===== src/rtl/ps_sample_sequencer_if.sv =====
// Handshake with the PS reader plus the published-reading bus toward the level comparator.
// master = sequencer side, slave = reader / comparator side.
interface ps_sample_sequencer_if;
   logic        ps_req;
   logic        ps_ack;
   logic [17:0] ps_data_in;
   logic [17:0] ps_avg;
   logic        ps_valid;

   modport master (
      output ps_req,
      output ps_avg,
      output ps_valid,
      input  ps_ack,
      input  ps_data_in
   );

   modport slave (
      input  ps_req,
      input  ps_avg,
      input  ps_valid,
      output ps_ack,
      output ps_data_in
   );
endinterface


===== src/rtl/ps_sample_sequencer.sv =====
// Paces proximity-sensor reads, times out unanswered requests and publishes each reading.
// Define PS_AVG_EN to box-average 2**AVG_LOG2 readings per published word.
module ps_sample_sequencer #(
   parameter int PERIOD_CYC  = 500000,
   parameter int TIMEOUT_CYC = 65535,
   parameter int AVG_LOG2    = 2
) (
   input  logic                         clk,
   input  logic                         reset,
   input  logic                         enable,
   ps_sample_sequencer_if.master        ps,
   output logic                         busy,
   output logic [7:0]                   err_cnt
);
   localparam int CNT_W = $clog2(PERIOD_CYC);
   localparam int TO_W  = (TIMEOUT_CYC > 1) ? $clog2(TIMEOUT_CYC) : 1;

   if (PERIOD_CYC < 4 || TIMEOUT_CYC < 1 || AVG_LOG2 < 0 || AVG_LOG2 > 4) begin : g_param_check
      $error("ps_sample_sequencer: parameter out of range");
   end

   typedef enum logic {IDLE = 1'b0, WAIT_ACK = 1'b1} state_t;

   state_t            state_reg, state_next;
   logic [CNT_W-1:0]  cnt_reg, cnt_next;
   logic [TO_W-1:0]   tcnt_reg, tcnt_next;
   logic [7:0]        err_reg, err_next;
   logic [17:0]       avg_reg, avg_next;
   logic              valid_reg, valid_next;
   logic              tick;

`ifdef PS_AVG_EN
   localparam int ACC_W   = 18 + AVG_LOG2;
   localparam int NSAMP_W = AVG_LOG2 + 1;

   logic [ACC_W-1:0]   accum_reg, accum_next;
   logic [NSAMP_W-1:0] nsamp_reg, nsamp_next;
   logic [ACC_W-1:0]   sum;

   // 2**AVG_LOG2 readings of 18 bits cannot overflow ACC_W bits
   assign sum = accum_reg + ACC_W'(ps.ps_data_in);
`endif

   assign tick = (cnt_reg == CNT_W'(PERIOD_CYC - 1));

   always_ff @(posedge clk) begin
      if (reset) begin
         state_reg <= IDLE;
         cnt_reg   <= '0;
         tcnt_reg  <= '0;
         err_reg   <= '0;
         avg_reg   <= '0;
         valid_reg <= 1'b0;
`ifdef PS_AVG_EN
         accum_reg <= '0;
         nsamp_reg <= '0;
`endif
      end else begin
         state_reg <= state_next;
         cnt_reg   <= cnt_next;
         tcnt_reg  <= tcnt_next;
         err_reg   <= err_next;
         avg_reg   <= avg_next;
         valid_reg <= valid_next;
`ifdef PS_AVG_EN
         accum_reg <= accum_next;
         nsamp_reg <= nsamp_next;
`endif
      end
   end

   always_comb begin
      state_next = state_reg;
      cnt_next   = cnt_reg;
      tcnt_next  = tcnt_reg;
      err_next   = err_reg;
      avg_next   = avg_reg;
      valid_next = 1'b0;
`ifdef PS_AVG_EN
      accum_next = accum_reg;
      nsamp_next = nsamp_reg;
`endif
      if (!enable) begin
         // disabling abandons any request and any partial average
         state_next = IDLE;
         cnt_next   = '0;
         tcnt_next  = '0;
`ifdef PS_AVG_EN
         accum_next = '0;
         nsamp_next = '0;
`endif
      end else begin
         cnt_next = tick ? '0 : cnt_reg + CNT_W'(1);
         case (state_reg)
            IDLE: begin
               if (tick) begin
                  state_next = WAIT_ACK;
                  tcnt_next  = '0;
               end
            end
            WAIT_ACK: begin
               // an ACK in the last allowed cycle beats the timeout
               if (ps.ps_ack) begin
                  state_next = IDLE;
`ifdef PS_AVG_EN
                  if (nsamp_reg == NSAMP_W'((1 << AVG_LOG2) - 1)) begin
                     avg_next   = 18'(sum >> AVG_LOG2);
                     valid_next = 1'b1;
                     accum_next = '0;
                     nsamp_next = '0;
                  end else begin
                     accum_next = sum;
                     nsamp_next = nsamp_reg + NSAMP_W'(1);
                  end
`else
                  avg_next   = ps.ps_data_in;
                  valid_next = 1'b1;
`endif
               end else if (tcnt_reg == TO_W'(TIMEOUT_CYC - 1)) begin
                  state_next = IDLE;
                  if (err_reg != 8'hFF) begin
                     err_next = err_reg + 8'd1;
                  end
               end else begin
                  tcnt_next = tcnt_reg + TO_W'(1);
               end
            end
            default: state_next = IDLE;
         endcase
      end
   end

   assign ps.ps_req   = (state_reg == WAIT_ACK);
   assign busy        = (state_reg == WAIT_ACK);
   assign ps.ps_avg   = avg_reg;
   assign ps.ps_valid = valid_reg;
   assign err_cnt     = err_reg;
endmodule

===== src/flat_wrapper.sv =====
// flat-port wrapper written by rule: the top's interface ports become plain ports
module ps_sample_sequencer_flat 
#(
   parameter int PERIOD_CYC  = 500000,
   parameter int TIMEOUT_CYC = 65535,
   parameter int AVG_LOG2    = 2
)
  (clk, reset, enable, busy, err_cnt, ps_ps_req, ps_ps_avg, ps_ps_valid, ps_ps_ack, ps_ps_data_in);
  ps_sample_sequencer_if ps_i ();
  input  logic clk;
  input  logic reset;
  input  logic enable;
  output logic busy;
  output logic [7:0] err_cnt;
  output wire logic [$bits(ps_i.ps_req)-1:0] ps_ps_req;
  output wire logic [$bits(ps_i.ps_avg)-1:0] ps_ps_avg;
  output wire logic [$bits(ps_i.ps_valid)-1:0] ps_ps_valid;
  input wire logic [$bits(ps_i.ps_ack)-1:0] ps_ps_ack;
  input wire logic [$bits(ps_i.ps_data_in)-1:0] ps_ps_data_in;
  assign ps_ps_req = ps_i.ps_req;
  assign ps_ps_avg = ps_i.ps_avg;
  assign ps_ps_valid = ps_i.ps_valid;
  assign ps_i.ps_ack = ps_ps_ack;
  assign ps_i.ps_data_in = ps_ps_data_in;
  ps_sample_sequencer #(.PERIOD_CYC(PERIOD_CYC), .TIMEOUT_CYC(TIMEOUT_CYC), .AVG_LOG2(AVG_LOG2)) u_core (.clk(clk), .reset(reset), .enable(enable), .ps(ps_i), .busy(busy), .err_cnt(err_cnt));
endmodule

===== config.mk =====
export PLATFORM = sky130hd
export DESIGN_NAME = ps_sample_sequencer_flat
export DESIGN_NICKNAME = d
export VERILOG_FILES = /design/src/rtl/ps_sample_sequencer_if.sv /design/src/rtl/ps_sample_sequencer.sv /design/src/flat_wrapper.sv
export SDC_FILE = /design/constraint.sdc
export NUM_CORES = 1
export LEC_CHECK = 0
export CELL_PAD_IN_SITES_DETAIL_PLACEMENT = 0
export CELL_PAD_IN_SITES_GLOBAL_PLACEMENT = 2
export CORE_MARGIN = 4
export CORE_UTILIZATION = 33
export DETAILED_ROUTE_END_ITERATION = 10
export PLACE_DENSITY = 0.92
export SYNTH_ARGS = -nofsm -noshare
export SYNTH_HDL_FRONTEND = slang
export SYNTH_SLANG_ARGS = --single-unit

===== constraint.sdc =====
create_clock -name clk -period 3.48 [get_ports clk]
set_input_delay 0.348 -clock clk [delete_from_list [all_inputs] [get_ports clk]]
set_output_delay 0.348 -clock clk [all_outputs]
set_load 0.1 [all_outputs]

# Yosys cells after proc, flatten, opt, wreduce, memory -nomap -nowiden

Cells that the tools add are included.

Register bits: 63
Input bits: 22

Add/subtract/negate cells: 3
Eq/ne operators: 6
Multiplexer cells: 9
Bitwise gates (word level): 3
Reductions and logical operators: 6

Operator list:

| operator              | count |
|---|---|
| $mux 16               | 3 |
| $pmux 16 s2           | 1 |
| $add 19x1->19 const B | 1 |
| $eq 19x19->1 const B  | 1 |
| $add 16x1->16 const B | 1 |
| $eq 16x16->1 const B  | 1 |
| $add 8x1->8 const B   | 1 |
| $ne 8x8->1 const B    | 1 |
| $reduce_and 3->1      | 2 |
| $reduce_or 3->1       | 2 |
| $reduce_and 5->1      | 1 |
| $mux 1                | 4 |
| $ne 2x2->1 const B    | 2 |
| $not 1->1             | 3 |
| $ne 2x1->1 const B    | 1 |
| $pmux 1 s2            | 1 |
| $reduce_or 2->1       | 1 |

# Longest topological paths before layout

Word-level depth: 4
Gate-level depth with buffers: 8

# Least setup slack after synthesis

No wires, ideal clock.

Kind: register to register
From: reg u_core.state_reg (netlist: u_core.busy)
To: reg u_core.err_reg[6] (netlist: u_core.err_cnt[6])
Arrival: 2206 ps
Data required time: 3357 ps
Slack: 1151 ps
Stages on the path, launching flop included: 6
Path buffers: 0
Clock period less this slack: 2329 ps
Path through: dfxtp_1 -> and2b_4 -> nand3_4 -> nor3_4 -> nand4_1 -> mux2_1

Longest elaborated chain between the ends: 1

Ends and longest elaborated chain:

| item                              | line                      | RTL |
|---|---|---|
| from (decl)                       | ps_sample_sequencer.sv:24 | `state_t state_reg, state_next;` |
| from (signal assigned)            | ps_sample_sequencer.sv:59 | `state_reg <= state_next;` |
| $reduce_and 5->1 (no source line) | n/a                       |  |
| to (signal assigned)              | ps_sample_sequencer.sv:62 | `err_reg <= err_next;` |
| to (decl)                         | ps_sample_sequencer.sv:27 | `logic [7:0] err_reg, err_next;` |

No other way between the ends.
A chain may end at the register's enable or synchronous reset.

# Worst setup path after layout

From: reg u_core.state_reg (netlist: u_core.busy)
To: out busy

RTL lines:

| item      | line               | RTL |
|---|---|---|
| to (decl) | flat_wrapper.sv:13 | `output logic busy;` |

No word-level cell between the ends.

==> run_results.csv <==
group,metric,value,unit
run_status,outcome,"finished, final reports clean",
drt,wl_per_cell,12.7,um
final_layout,final_area,3590,sq um
cts,ctsResizeCount,0,
cts,clk_latency,340,ps
synth,async_flop_share,0,
die,rows,33,
synth,synthCells,327,
cts,cts_buffers,9,
cts,hold_buffers,0,
grt,grt_max_degree,33,
synth,synth_seq_area_share,0.448,
sta,worst_pin_slew,990,ps
setup_path,cpLargestDelayFamily,"buffers and inverters",
final_layout,diodes,0,
synth,postSynthAreaPerCell,8.61,sq um
synth,synth_warnings,0,
synth,synth_ff_type,"dfxtp_1",
cts,cts.sinks,63,
power_and_ir_drop,vdd_ir_drop_max,0.160,mV
setup_path,cp-end-kind,"primary output",
placement,place_area,3390,sq um
synth,ys_top_cells_by_area,"dfxtp_1 (45%), nand2_1 (6.8%), xnor2_1 (6.5%)",
min_path,min_path_cells,2,
setup_path,cp_cell_sequence,"clkdlybuf4s50_1",
die,die_h,100,um
final_layout,fillerInstances,855,
die,num_io_pins,51,
drt,ant_nets,0,
sta,slew_headroom,0.338,
min_path,hold_start,"u_core.ps.ps_avg[1]",
grt,grt_overflow,0,
sta,fin_crit,2370,ps
drt,first_iter_violations,82,
die,core,8260,sq um
sta,finalCritPeriodShare,0.681,
placement,dp_hpwl,4390,um
cts,htree_levels,3,
setup_path,crit_slowest_cell,"clkdlybuf4s50_1",
sta,hold_viol,0,
sta,setup_viol,0,
power_and_ir_drop,p_per_area,387,nW/um^2
final_layout,largest_reg_flops,19,
grt,antenna_found_initial,0,
setup_path,path_max_fanout,7,
setup_path,critPathLaunchType,"register",
die,die_area,10100,sq um
synth,synth_edf_count,0,
setup_path,r2r_start,"u_core.tcnt_reg[0]",
setup_path,r2r_cells,7,
synth,synth_cell_types,47,
setup_path,max_stage_delay,1190,ps
grt,globalRouteTotalUtil,0.132,
cts,cts_tree,"yes",
placement,io_buffers,50,
setup_path,r2r_slack,1530,ps
power_and_ir_drop,power.leakage,0.00116,uW
grt,grt_pass1_vias,2276,
final_layout,synthToLayoutAreaGrowth,27.6,%
sta,totalNegativeSetupSlack,0,ps
setup_path,cp.required,3130,ps
cts,cts_setup_buffers,0,
cts,root_buffer,"clkbuf_8",
final_layout,final_layout_size_suffix_gt1_frac,0.0809,
sta,hold_ws,455,ps
run,cap_violations,0,
min_path,hold_class,"register to register",
cts,clk_path_buf_depth,2,
sta,rsz0062_at_grt,"false",
setup_path,crit_type,"register to primary output",
synth,synthTopCellsByCount,"dfxtp_1 (63), nand2_1 (51), nor2_1 (43)",
min_path,whs_endpoint,"u_core.ps.ps_avg[1]",
grt,grt_first_pass_wirelength,10600,um
sta,drv_slew,0,
synth,yosysTopAreaCell,"dfxtp_1",
drt,num_vias,2419,
die,die_w,100,um
drt,first_pass_iters,4,
synth,synth_most_common_cell,"dfxtp_1",
synth,yosysTopAreaCellShare,0.448,
cts,clkTransAtPathRegs,70,ps
synth,synth_fp_nets,353,
synth,netlist_area,2810,sq um
sta,max_freq,422,MHz
setup_path,cp_data_arrival_time,2020,ps
placement,gp_congestion,0.765,
drt,wirelength,6200,um
drt,drc,0,
setup_path,r2r-end,"u_core.tcnt_reg[9]",
synth,ys_seq_elements,63,
final_layout,nets,404,
die,initial_utilization,0.341,
drt,drt-vias-per-instance,4.96,
setup_path,critPathBufInv,1,
sta,fin_worst_skew,8.09,ps
final_layout,final_core_util,0.435,
setup_path,crit_cells,1,
[placed cells by master, fill, tap and decap left out, types with 2 or more instances in the layout]
| cell | instances |
|---|---|
| a21oi_1 | 26 |
| mux2_1 | 2 |
| nand2b_1 | 5 |
| nor2_1 | 43 |
| nor3_1 | 9 |
| nand3_1 | 16 |
| and3_1 | 7 |
| clkdlybuf4s50_1 | 50 |
| buf_4 | 2 |
| o2111ai_1 | 2 |
| clkbuf_8 | 9 |
| ha_1 | 4 |
| xnor2_1 | 21 |
| inv_1 | 5 |
| and4_2 | 4 |
| dfxtp_1 | 63 |
| nand4_1 | 17 |
| o31ai_1 | 3 |
| clkinvlp_4 | 4 |
| nor4_1 | 5 |
| xor2_1 | 8 |
| nand2_1 | 51 |
[kinds of logic (layout without fill, tap and decap cells)]
group                    after synthesis  count (layout)  share of synthesized area
XOR/XNOR                              29              29                     0.0903
adder cells (fa/ha/maj)                4               4                     0.0178
flip-flops                            63              63                      0.448
buffers and inverters                 17              73                     0.0307
AO/OA/AOI/OAI                         39              39                     0.0880
AND/OR/NAND/NOR                      172             172                      0.313
multiplexers                           3               3                     0.0116
[metrics by stage]
| stage | std cells | setup slack [ps] | total power, uW |
|---|---|---|---|
| floorplan | 327 | 1150 | 755 |
| global placement | 472 | 1360 | 785 |
| detailed placement | 472 | 1330 | 785 |
| CTS | 488 | 1090 | 1420 |
| global route | 488 | 1010 | 1450 |
| finish | 488 | 1110 | 1390 |
[power breakdown]
| group | total (uW) | leakage (uW) | switching (uW) | internal, uW |
|---|---|---|---|---|
| combinational | 45.3 | 0.000567 | 20.1 | 25.2 |
| sequential | 723 | 0.000507 | 1.01 | 722 |
| clock | 622 | 0.0000875 | 293 | 330 |
[cell type report]
| cell class | instances | area [sq um] | share of cell area |
|---|---|---|---|
| clock buffers | 9 | 124 | 0.0345 |
| clock inverters | 7 | 73.8 | 0.0206 |
| inverters | 5 | 18.8 | 0.00523 |
| multi-input cells | 247 | 1470 | 0.408 |
| flip-flops and latches | 63 | 1260 | 0.351 |
| well taps | 105 | 131 | 0.0366 |
| repair buffers | 52 | 515 | 0.144 |
[metal layers]
layer | vias to the layer above | routed length [um] | GRT usage
met3 | 10 | 432 | 0.0473
li1 | 1244 | - | -
met1 | 1094 | 3080 | 0.171
met2 | 71 | 2570 | 0.202
met4 | 0 | 118 | 0.0466
met5 | - | 0 | 0
[worst max path at each step]
stage	start	endpoint
6_report	u_core.busy	busy
5_1_grt	u_core.busy	busy
3_5_place_dp	ps_ps_ack	u_core.err_cnt[6]
2_1_floorplan	u_core.busy	u_core.err_cnt[6]
3_3_place_gp	ps_ps_ack	u_core.err_cnt[4]
4_1_cts	u_core.busy	busy
(Power assumes the default switching activity.)
